==> src/rtl/trap_unit.sv <==
// Trap/return handler: latches interrupt edges, arbitrates uret/ecall/irq,
// drives the fetch redirect and keeps a 4-deep nested return stack.
module trap_unit #(
    parameter int unsigned       ADDR_W    = 32,
    parameter logic [ADDR_W-1:0] ECALL_VEC = 32'h0000_0100,
    parameter logic [ADDR_W-1:0] IRQ_VEC0  = 32'h0000_0200,
    parameter logic [ADDR_W-1:0] IRQ_VEC1  = 32'h0000_0300,
    parameter logic [ADDR_W-1:0] IRQ_VEC2  = 32'h0000_0400
) (
    input  logic              clk,
    input  logic              rst_n,
    input  logic              ecall,
    input  logic              uret,
    input  logic [2:0]        irq_req,
    input  logic              irq_en,
    input  logic [ADDR_W-1:0] pc_next,
    output logic              redirect,
    output logic [ADDR_W-1:0] redirect_pc,
    output logic [1:0]        cur_level,
    output logic [2:0]        pending,
    output logic [2:0]        depth,
    output logic              stack_err
);

    localparam int unsigned STK_N = 4;

    logic [2:0]        r_irq_prev;
    logic [2:0]        r_pending;
    logic [1:0]        r_level;
    logic [2:0]        r_depth;
    logic              r_err;
    logic [ADDR_W-1:0] r_stk_pc  [STK_N];
    logic [1:0]        r_stk_lvl [STK_N];

    logic [2:0] w_edge;
    logic [2:0] w_elig;
    logic [2:0] w_take;
    logic [1:0] w_top;
    logic [1:0] w_new_level;
    logic       w_room;
    logic       w_nonempty;
    logic       w_push;
    logic       w_pop;
    logic       w_err_set;

    // Event arbitration: uret beats ecall beats interrupt, one event per cycle.
    always_comb begin
        w_edge      = irq_req & ~r_irq_prev;
        w_room      = (r_depth < 3'(STK_N));
        w_nonempty  = (r_depth != 3'd0);
        w_top       = r_depth[1:0] - 2'd1;
        for (int i = 0; i < 3; i++) begin
            w_elig[i] = r_pending[i] & irq_en & w_room & (r_level < 2'(i + 1));
        end
        redirect    = 1'b0;
        redirect_pc = '0;
        w_push      = 1'b0;
        w_pop       = 1'b0;
        w_err_set   = 1'b0;
        w_take      = 3'b000;
        w_new_level = r_level;

        if (uret) begin
            if (w_nonempty) begin
                redirect    = 1'b1;
                redirect_pc = r_stk_pc[w_top];
                w_pop       = 1'b1;
            end else begin
                w_err_set   = 1'b1;
            end
        end else if (ecall) begin
            if (w_room) begin
                redirect    = 1'b1;
                redirect_pc = ECALL_VEC;
                w_push      = 1'b1;
            end else begin
                w_err_set   = 1'b1;
            end
        end else if (w_elig[2]) begin
            redirect    = 1'b1;
            redirect_pc = IRQ_VEC2;
            w_push      = 1'b1;
            w_take      = 3'b100;
            w_new_level = 2'd3;
        end else if (w_elig[1]) begin
            redirect    = 1'b1;
            redirect_pc = IRQ_VEC1;
            w_push      = 1'b1;
            w_take      = 3'b010;
            w_new_level = 2'd2;
        end else if (w_elig[0]) begin
            redirect    = 1'b1;
            redirect_pc = IRQ_VEC0;
            w_push      = 1'b1;
            w_take      = 3'b001;
            w_new_level = 2'd1;
        end
    end

    // A fresh edge re-pends even when the same source is taken this cycle.
    always_ff @(posedge clk or negedge rst_n) begin
        if (!rst_n) begin
            r_irq_prev <= 3'b000;
            r_pending  <= 3'b000;
            r_level    <= 2'd0;
            r_depth    <= 3'd0;
            r_err      <= 1'b0;
            for (int i = 0; i < STK_N; i++) begin
                r_stk_pc[i]  <= '0;
                r_stk_lvl[i] <= 2'd0;
            end
        end else begin
            r_irq_prev <= irq_req;
            r_pending  <= (r_pending & ~w_take) | w_edge;
            r_err      <= r_err | w_err_set;
            if (w_push) begin
                r_stk_pc[r_depth[1:0]]  <= pc_next;
                r_stk_lvl[r_depth[1:0]] <= r_level;
                r_depth                 <= r_depth + 3'd1;
                r_level                 <= w_new_level;
            end else if (w_pop) begin
                r_depth <= r_depth - 3'd1;
                r_level <= r_stk_lvl[w_top];
            end
        end
    end

    assign cur_level = r_level;
    assign pending   = r_pending;
    assign depth     = r_depth;
    assign stack_err = r_err;

endmodule

==> config.mk <==
export PLATFORM = sky130hd
export DESIGN_NAME = trap_unit
export DESIGN_NICKNAME = d
export VERILOG_FILES = /design/src/rtl/trap_unit.sv
export SDC_FILE = /design/constraint.sdc
export NUM_CORES = 1
export LEC_CHECK = 0
export ABC_AREA = 1
export CAP_MARGIN = 20
export CELL_PAD_IN_SITES_DETAIL_PLACEMENT = 1
export CELL_PAD_IN_SITES_GLOBAL_PLACEMENT = 1
export CORE_MARGIN = 3
export CORE_UTILIZATION = 45
export CTS_BUF_LIST = sky130_fd_sc_hd__clkbuf_8
export CTS_CLUSTER_SIZE = 12
export DETAILED_ROUTE_END_ITERATION = 7
export PLACE_DENSITY_LB_ADDON = 0.1
export SYNTH_ARGS = -nofsm -noshare
export SYNTH_HDL_FRONTEND = slang
export SYNTH_SLANG_ARGS = --single-unit
export TNS_END_PERCENT = 5
==> constraint.sdc <==
create_clock -name clk -period 6.3 [get_ports clk]
set_input_delay 1.26 -clock clk [delete_from_list [all_inputs] [get_ports clk]]
set_output_delay 1.26 -clock clk [all_outputs]
set_load 0.01 [all_outputs]
* After elaboration in Yosys (flattened, before gate mapping)
Cells that the tools add are included.
** Storage, ports and cells
- Register bits after elaboration :: 148
- Input port bits :: 40
- Output and inout bits :: 42
- Logic and storage cells :: 93
** Cells by class
- $add $sub $neg :: 3
- Order comparisons :: 7
- Equality and inequality tests :: 3
- Muxes and demuxes :: 46
- Bitwise operators :: 17
- Reductions and logical operators :: 4
** Operator list (number)
- 32-bit 2-to-1 mux :: 6
- 128-bit bitwise mux :: 1
- 32-bit binary-select mux with 2-bit select :: 1
- 32-bit demux with 2-bit select :: 1
- 2-bit 2-to-1 mux :: 11
- 10-bit 2-to-1 mux :: 2
- 3-bit 2-to-1 mux :: 5
- 1-bit 2-to-1 mux :: 14
- 11-bit 2-to-1 mux :: 1
- 1-bit bitwise AND :: 9
- 9-bit 2-to-1 mux :: 1
- 8-bit bitwise mux :: 1
- 3-bit bitwise AND :: 2
- 3-bit greater-or-equal comparator (second input constant) :: 2
- 2-bit NOT with 3-bit output :: 2
- 3-bit NOT :: 2
- 2-bit binary-select mux with 2-bit select :: 1
- 2-bit demux with 2-bit select :: 1
- 2-bit less-than comparator (second input constant) :: 2
- 2-bit inequality test (second input constant) :: 2
- 4-bit inequality test (second input constant) :: 1
- 4-bit AND reduction :: 1
- 3-bit by 1-bit adder with 3-bit output (second input constant) :: 1
- 3-bit by 1-bit less-than comparator with 1-bit output (second input constant) :: 1
- other kinds (9) :: 9

* Logic depth before layout (Yosys ltp)
Gate-level depths: netlist of the first run.
- Depth in word-level cells :: 11
- Mapped depth :: 14
- Gate-level depth less buffers :: 12

* Worst setup path before layout of the first run
No wires, ideal clock.
- Kind :: reg2out
- Start point :: register r_depth[0], in the netlist depth[0]
- End point :: output port redirect_pc[10]
- Arrival :: 2438 ps
- Required time :: 5040 ps
- Setup slack :: 2602 ps
- Stages on the path, launching flop included :: 12
- Path buffers :: 5
- Cells stage by stage :: dfrtp_1 -> clkbuf_1 -> inv_1 -> buf_2 -> clkbuf_1 -> ha_1 -> clkbuf_1 -> inv_1 -> buf_1 -> a21oi_1 -> o21ai_0 -> a31o_2
** On the way
- Cells in the longest elaborated chain, start to end :: 7
- Elaborated cells between the ends (all ways) :: 13
- Those cells by class :: 1 x add/sub; 1 x order compare; 7 x mux; 3 x bitwise; 1 x reduce/logical
** RTL lines
- start, declared :: RTL line 30 : logic [2:0] r_depth;
- start signal, assigned :: RTL line 119 : r_depth <= r_depth + 3'd1;
- start signal, assigned :: RTL line 122 : r_depth <= r_depth - 3'd1;
- 2-bit by 1-bit subtractor with 2-bit output :: RTL line 51 : w_top = r_depth[1:0] - 2'd1;
- named net w_top[0] :: RTL line 38 : logic [1:0] w_top;
- 2-bit NOT with 3-bit output (implied by the code) :: RTL line 66 : redirect_pc = r_stk_pc[w_top];
- 32-bit binary-select mux with 2-bit select :: RTL line 66
- 32-bit 2-to-1 mux (implied by the code) (2 in series) :: RTL line 66
- 32-bit 2-to-1 mux :: RTL line 64 : if (w_nonempty) begin
- 32-bit 2-to-1 mux :: RTL line 63 : if (uret) begin
- end, declared :: RTL line 18 : output logic [ADDR_W-1:0] redirect_pc,
The timed path passes the listed nets, and every way through them passes these cells. The select of a mux whose other input is x is not followed.

* Worst setup path in the final report of the first run
- Start point :: register r_depth[1], in the netlist depth[1]
- End point :: output port redirect_pc[14]
** On the way
- Cells in the longest elaborated chain, start to end :: 7
- Elaborated cells between the ends (all ways) :: 8
- Those cells by class :: 1 x add/sub; 5 x mux; 1 x bitwise; 1 x reduce/logical
** RTL lines (RTL line)
- 2-bit by 1-bit subtractor with 2-bit output :: 51
- 2-bit NOT with 3-bit output (implied by the code) :: 66
- 32-bit binary-select mux with 2-bit select :: 66
- 32-bit 2-to-1 mux (implied by the code) (2 in series) :: 66
- 32-bit 2-to-1 mux (*) :: 64
- 32-bit 2-to-1 mux (*) :: 63
Mark *: on every way between the ends. The rest lies on a longest branch, timed or not. The select of a mux whose other input is x is not followed.

==> results of run 1 <==
## metrics by stage
step	utilization, %	hold slack, ns	power [mW]	instances
final	54.3	0.424	4.51	1143
after global routing	54.3	0.442	4.90	1143
after CTS	53.9	0.431	4.52	1141
after detailed placement	51.6	0.420	3.84	1110
after global placement	51.6	0.407	3.73	1110
after floorplan	-	0.400	2.94	868
## per-layer routing
metal / vias to the layer above / wire, um / track usage, %
met3: 25 / 700 / 5.47
met5: - / 8 / 0
met2: 115 / 9890 / 40.7
met1: 3182 / 9380 / 32.3
li1: 2920 / - / -
met4: 2 / 298 / 7.18
## cell usage after synthesis, drive strengths merged
master	count
buf	30
xor2	1
clkbuf	29
ha	4
nand3	6
nor2	14
nand2	234
o21bai	1
a21oi	98
dfrtp	148
fa	1
o211ai	1
a31o	1
o22ai	1
o21ai	214
inv	85
## cells in the final DEF, fill, tap and decap left out, drive strengths merged, types with 2 or more instances in the layout
cell           count
inv               90
a21oi             98
nand2            234
buf               12
nand3              6
dfrtp            148
clkinv             2
nor2              14
o21ai            214
clkdlybuf4s50     80
clkbuf            23
ha                 4
## registers in the layout, summed over array words and instances, names as in the netlist
name	cells
r_irq_prev	3
stack_err	1
pending	3
r_stk_lvl	8
r_stk_pc	128
cur_level	2
depth	3
## report_power, final
| part | internal [mW] | leakage [nW] | total [mW] | switching (mW) |
|---|---|---|---|---|
| clock network | 0.325 | 0.200 | 0.664 | 0.339 |
| logic | 0.845 | 1.78 | 2.28 | 1.44 |
| registers | 1.38 | 1.82 | 1.56 | 0.182 |
## critical path, cell delays in order (launching register included)
cell	delay [ns]
dfrtp_1	0.43
inv_1	0.12
ha_1	0.94
inv_1	0.38
buf_4	0.38
a21oi_1	0.20
o21ai_0	0.15
a21oi_1	0.18
clkdlybuf4s50_1	0.56
## cell type report
class,instances,area share [%]
Timing Repair Buffer,92,11.3
Multi-Input combinational cell,576,32.6
Clock inverter,8,0.438
Sequential cell,148,44.8
Tap cell,211,3.19
Clock buffer,23,3.82
Inverter,85,3.85
## kinds of logic after synthesis
kind of cell,share of synthesized area (%)
and+or+nand+nor,14.5
adders and majority gates,0.995
buffers and inverters,9.07
AOI/OAI and AO/OA,22.7
DFF,52.6
xor gates and xnor gates,0.124
## how the worst max path moves through the flow
stage | from | endpoint | slack [ns] | cells past startpoint
floorplan | depth[0] | redirect_pc[10] | 2.60 | 11
global placement | uret | redirect | 1.55 | 6
detailed placement | uret | redirect_pc[28] | 1.42 | 6
CTS | depth[1] | redirect_pc[14] | 1.26 | 8
global route | depth[1] | redirect_pc[14] | 1.03 | 8
finish | depth[1] | redirect_pc[14] | 1.26 | 8
==> results.toml, run 1 <==
[status]
outcome = "finished, final reports clean"

[sta]
finalCriticalPeriod_ns = 5.04
setup_slack_ns = 1.26
setup_violations = 0
period_share_pct = 80.1
worst_slew_pin_slew_ns = 1.03
slew_headroom_pct = 31.0
skew_ns = 0.00841
tns_ns = 0
fmax_mhz = 198
rsz0062_at_grt = "no"
maxSlewViolCount = 0
hold_viol = 0

[logic_synthesis]
synth-seq-cells = 148
ys_types = 27
syn_nets = 913
synthCells = 868
synth_top_area_cell = "dfrtp_1"
syn_area_mm2 = 0.00705
ys_seq_area_share_pct = 52.6
synth.area.top_cells = "dfrtp_1 53%, nand2_1 12%, o21ai_0 9.8%"
synth_top_area_share_pct = 52.6
yosysWarningCount = 0
syn_avg_cell_area_um2 = 8.12

[worst_hold_path]
min_from = "r_irq_prev[1]"
min_to = "pending[1]"
holdPathStages = 1
min_path_type = "flop to flop"

[setup_path]
start_kind = "flop"
worstSetupEndpointType = "output port"
path_class = "flop to output port"
reg2reg_depth = 11
cp_data_arrival_time_ns = 3.78
r2r-end = "cur_level[1]"
r2r-start = "depth[1]"
r2r_slack_ns = 3.29
cp_max_fo = 26
cp.required_ns = 5.04

[power_and_ir_drop]
powerDensity_mw_per_mm2 = 544
ir_worst_vdd_v = 0.000381
leakage_nw = 3.81

[drt]
drc = 0
wirelength_um = 20300
vias = 6244
drt_iter0_markers = 313
antenna_left = 0
viasPerCell = 5.46
wl_per_cell_um = 17.7
dr.pass1.iters = 4

[job]
cap_viol_max_count = 0

[clock_tree]
clock_sinks = 148
cts-root-buf = "clkbuf_8"
cts-resized-gates = 0
clockBufferDepth = 2
cts_tree = "yes"
cts_setup_buffers = 0
clk_latency_ns = 0.44
clkTransAtPathRegs_ns = 0.08
htreeDepth = 4
cts_hold_buf = 0
numCtsBuffers = 17

[global_routing]
gr-total-overflow = 0
grt_antenna_before_repair = 1
grt_usage_pct = 24.4
grt_start_max_net_pins = 95
first_global_vias = 6739
grt_pass1_wl_um = 34300

[finish]
final_cell_area_mm2 = 0.00828
regArea_mm2 = 0.00370
syn2layout_area_growth_pct = 17.5
num-fill-cells = 1885
layout.nets = 965
drive_gt1_share_pct = 5.79
n_antenna_cell = 0
multiInputGateArea_mm2 = 0.00270

[floorplan]
start_util_pct = 46.2
row_count = 45
ios = 82
die-width_um = 131
die-area_mm2 = 0.0172
core_area_mm2 = 0.0153
die_h_um = 131

[placement]
place_ws_ns = 1.42
dp_hpwl_um = 12200
placed_area_mm2 = 0.00787
gp_congestion = 0.810
io_buffers = 81
(Power assumes the default switching activity.)
==> inputs of run 2 (changes only) <==
Settings changed: CORE_UTILIZATION 45 to 43.
Clock period 6.3 ns to 4.9 ns, I/O delays scaled along.
==> run 2 against run 1 <==
  * Routed wire length grew 2.2%
  * Register-to-register slack lost 1.3 ns
  * Die area grew 4.4%
  * Hold slack is essentially flat
  * Via count grew 0.16%
  * Critical path type is now input pin to output port
==> results.toml, run 2 (synthesis results as in run 1) <==
[status]
outcome = "finished, final reports clean"

[floorplan]
row_count = 46
die-width_um = 134
die-area_mm2 = 0.0180
start_util_pct = 44.2
ios = 82
core_area_mm2 = 0.0159
die_h_um = 134

[setup_path]
crit_path_end = "redirect_pc[1]"
worstSetupEndpointType = "output port"
start_kind = "input pin"
crit_path_start = "uret"
reg2reg_depth = 11
cp.required_ns = 3.92
r2r-start = "cur_level[0]"
r2r-end = "depth[2]"
cp_data_arrival_time_ns = 3.27
cp_max_fo = 18
r2r_slack_ns = 2.03
path_class = "input pin to output port"

[sta]
worst_slew_pin_slew_ns = 1.07
skew_ns = 0.00938
rsz0062_at_grt = "no"
period_share_pct = 86.7
tns_ns = 0
finalCriticalPeriod_ns = 4.25
fmax_mhz = 235
setup_violations = 0
hold_viol = 0
slew_headroom_pct = 28.7
maxSlewViolCount = 0

[global_routing]
grt_pass1_wl_um = 34600
use_met2_pct = 40.5
use_met3_pct = 5.21
grt_antenna_before_repair = 0
grt_usage_pct = 24.2
grt_start_max_net_pins = 88
first_global_vias = 6753
grt_busiest_layer = "met2"
grt_use_met1_pct = 31.9
gr-total-overflow = 0

[drt]
wirelength_um = 20700
drt_iter0_markers = 332
drc = 0
vias = 6254
dr.pass1.iters = 4
antenna_left = 0
viasPerCell = 5.43
wl_per_cell_um = 18.0

[clock_tree]
cts-root-buf = "clkbuf_8"
cts_setup_buffers = 0
clock_sinks = 148
clkTransAtPathRegs_ns = 0.07
cts_tree = "yes"
numCtsBuffers = 17
clockBufferDepth = 2
cts_hold_buf = 0
htreeDepth = 4
cts-resized-gates = 0
clk_latency_ns = 0.45

[job]
cap_viol_max_count = 0

[finish]
final_cell_area_mm2 = 0.00836
multiInputGateArea_mm2 = 0.00270
num-fill-cells = 1945
final_cell_mix = "230 x nand2_1, 147 x dfrtp_1, 138 x o21ai_0"
drive_gt1_share_pct = 6.53
mostFrequentLayoutCell = "nand2_1"
syn2layout_area_growth_pct = 18.7
regArea_mm2 = 0.00370
largestRegisters = "r_stk_pc (128), r_stk_lvl (8)"
instances_no_fill = 1151
largest_reg_flops = 128
layout.nets = 967
top_register = "r_stk_pc"

[power_and_ir_drop]
powerDensity_mw_per_mm2 = 718
ir_worst_vdd_v = 0.000450
total_power_mw = 6.01
leakage_nw = 3.83

[placement]
gp_congestion = 0.769
dp_cells = 1119
placed_area_mm2 = 0.00792
io_buffers = 81
dp_hpwl_um = 12800

[worst_hold_path]
holdPathStages = 1
min_from = "r_irq_prev[0]"
min_path_type = "flop to flop"
-- run 2: changes by cell type in the layout (fill, tap and decap cells not counted), sizes merged --
cell	before	now
buf	12	14
clkinv	2	5
diode	0	1
bufinv	0	4
clkbuf	23	21
inv	90	85
-- run 2: worst min path at each step --
stage                             to  slack [ns]
after floorplan           pending[0]        0.40
after global placement    pending[0]        0.40
after detailed placement  pending[0]        0.42
after CTS                 pending[0]        0.43
after global routing      pending[0]        0.46
final                     pending[0]        0.42
-- run 2: power breakdown --
| part | internal, mW | switching, mW |
|---|---|---|
| clock network | 0.602 | 0.458 |
| registers | 1.77 | 0.231 |
| logic | 1.09 | 1.86 |
-- run 2: per-layer routing --
metal / share of wire (%) / vias up
li1: - / 2933
met2: 50 / 123
met4: 1.5 / 0
met1: 45 / 3170
met3: 4.0 / 28
met5: 0 / -
-- run 2: cell type report --
| class | count | share of cell area, % |
|---|---|---|
| clock inverter | 10 | 1.83 |
| clock buffer | 21 | 3.46 |
| multi-input combinational | 576 | 32.3 |
| inverter | 85 | 3.82 |
| tap | 216 | 3.23 |
| antenna | 1 | 0.0299 |
| sequential | 148 | 44.3 |
| timing repair buffer | 94 | 11.0 |
-- run 2: worst max-delay path, stage by stage --
cell,delay [ns]
clkdlybuf4s50_1,0.52
inv_1,0.09
a21oi_2,0.27
inv_1,0.33
buf_4,0.33
a21oi_1,0.18
clkdlybuf4s50_1,0.57
-- run 2: metrics by stage --
step	util, %	hold WS (ns)	setup WS [ns]
finish	52.5	0.424	0.650
global route	52.4	0.456	0.529
CTS	52.4	0.429	0.618
detailed placement	49.7	0.418	0.628
global placement	49.7	0.405	0.731
floorplan	-	0.400	1.48
==> inputs of run 3 (changes only) <==
Settings changed: CORE_UTILIZATION 43 to 45, DONT_BUFFER_PORTS from default to 1.
==> run 3 against run 2 <==
  * Worst setup slack better by 0.78 ns
  * Fmax is 23% higher
  * Sequential cell count stayed put
  * Utilization is 2.3 points lower
  * Clock power is 8% lower
  * Via count is 4.8% lower
  * First-iteration DRC count is 9.0% lower
==> results.toml, run 3 (synthesis results as in run 1) <==
[status]
outcome = "finished, final reports clean"

[finish]
top_register = "r_stk_pc"
drive_gt1_share_pct = 8.20
regArea_mm2 = 0.00370
mostFrequentLayoutCell = "nand2_1"
final_cell_mix = "230 x nand2_1, 147 x dfrtp_1, 138 x o21ai_0"
fin_util_pct = 50.1
n_antenna_cell = 0
multiInputGateArea_mm2 = 0.00270
layout.nets = 898
num-fill-cells = 1817
largest_reg_flops = 128
syn2layout_area_growth_pct = 8.52
largestRegisters = "r_stk_pc (128), r_stk_lvl (8)"

[global_routing]
grt_pass1_wl_um = 33200
grt_usage_pct = 23.6
grt_antenna_before_repair = 0
first_global_vias = 6465
grt_start_max_net_pins = 149
gr-total-overflow = 0

[power_and_ir_drop]
powerDensity_mw_per_mm2 = 730
leakage_nw = 3.59
ir_worst_vdd_v = 0.000754

[placement]
dp_hpwl_um = 12200
gp_congestion = 0.782
io_buffers = 0

[sta]
maxSlewViolCount = 0
skew_ns = 0.00778
rsz0062_at_grt = "no"
fmax_mhz = 288
period_share_pct = 70.8
tns_ns = 0
setup_violations = 0
hold_viol = 0
worst_slew_pin_slew_ns = 1.01
slew_headroom_pct = 32.4
finalCriticalPeriod_ns = 3.47

[drt]
viasPerCell = 5.53
wirelength_um = 19600
antenna_left = 0
drt_iter0_markers = 302
dr.pass1.iters = 4
vias = 5951
wl_per_cell_um = 18.2
drc = 0

[setup_path]
cp_data_arrival_time_ns = 2.49
cp_max_fo = 35
r2r-end = "r_stk_pc[54]"
reg2reg_depth = 10
path_class = "flop to output port"
start_kind = "flop"
crit_chain = "inv_1, ha_1, buf_4, o21ai_0, o21ai_0, nand2_1, o21ai_0"
worstSetupEndpointType = "output port"
critPathMaxStageDelay_ns = 0.47
crit_top_cell = "o21ai_0"
crit_path_end = "redirect_pc[9]"
r2r-start = "cur_level[1]"
r2r_slack_ns = 1.88
crit_path_top_delay_cell = "dfrtp_1"
cp.required_ns = 3.92
crit_path_start = "depth[1]"

[clock_tree]
clock_sinks = 148
htreeDepth = 4
cts_hold_buf = 0
cts_tree = "yes"
numCtsBuffers = 17
clk_latency_ns = 0.46
cts_setup_buffers = 0
cts-resized-gates = 0
clkTransAtPathRegs_ns = 0.08
clockBufferDepth = 2
cts-root-buf = "clkbuf_8"

[floorplan]
ios = 82
core_area_mm2 = 0.0153
die-area_mm2 = 0.0172
die_h_um = 131
start_util_pct = 46.2
die-width_um = 131
row_count = 45

[worst_hold_path]
min_path_type = "input pin to asynchronous set/reset pin"

[job]
cap_viol_max_count = 0
run 3: cell count changes in the layout (fill, tap and decap cells not counted), sizes merged:
cell	change
clkinvlp	+2
buf	+11
inv	+2
clkbuf	+1
clkinv	-2
diode	-1
bufinv	-2
clkdlybuf4s50	-80
run 3: worst min-delay path by stage:
stage / from / end / slack, ns / cells past startpoint
3_3_place_gp: r_irq_prev[1] / pending[1] / 0.40 / 1
6_report: rst_n / r_stk_pc[113] / 0.21 / 0
4_1_cts: rst_n / r_stk_pc[111] / 0.18 / 0
5_1_grt: rst_n / r_stk_pc[113] / 0.18 / 0
2_1_floorplan: r_irq_prev[0] / pending[0] / 0.40 / 1
3_5_place_dp: r_irq_prev[1] / pending[1] / 0.42 / 1
run 3: cell type report:
type	count	share of cell area, %
sequential	148	48.5
tap	211	3.45
multi-input combinational	576	35.3
clock inverter	10	1.37
clock buffer	22	3.96
timing repair buffer	25	3.24
inverter	85	4.17
run 3: stage by stage:
step	cells	setup slack, ns	hold WS [ns]	cell area, um^2	power, mW
floorplan	868	1.48	0.400	7050	3.77
global placement	1042	1.57	0.404	7160	4.42
detailed placement	1044	1.51	0.415	7210	4.60
CTS	1076	0.995	0.183	7620	5.58
global route	1077	1.15	0.184	7650	6.09
finish	1077	1.43	0.215	7650	5.58
run 3: report_power, final:
part           switching, mW  internal (mW)
registers              0.242           1.77
clock network          0.459          0.514
logic                   1.72          0.871
total                   2.42           3.16
run 3: routing by layer:
layer | part of all wire [%] | vias to the layer above | GRT usage, %
li1 | - | 2791 | -
met2 | 49 | 122 | 40.1
met1 | 44 | 3011 | 30.0
met5 | 0 | - | 0
met4 | 1.6 | 0 | 7.64
met3 | 5.0 | 27 | 5.67
run 3: worst max-delay path: cells and delay by family (launching register included):
| family | cells | cell delay [ns] |
|---|---|---|
| adder cells (fa/ha/maj) | 1 | 0.32 |
| flip-flops | 1 | 0.47 |
| buffers and inverters | 2 | 0.53 |
| AND/OR/NAND/NOR | 1 | 0.09 |
| AO/OA/AOI/OAI | 3 | 0.61 |
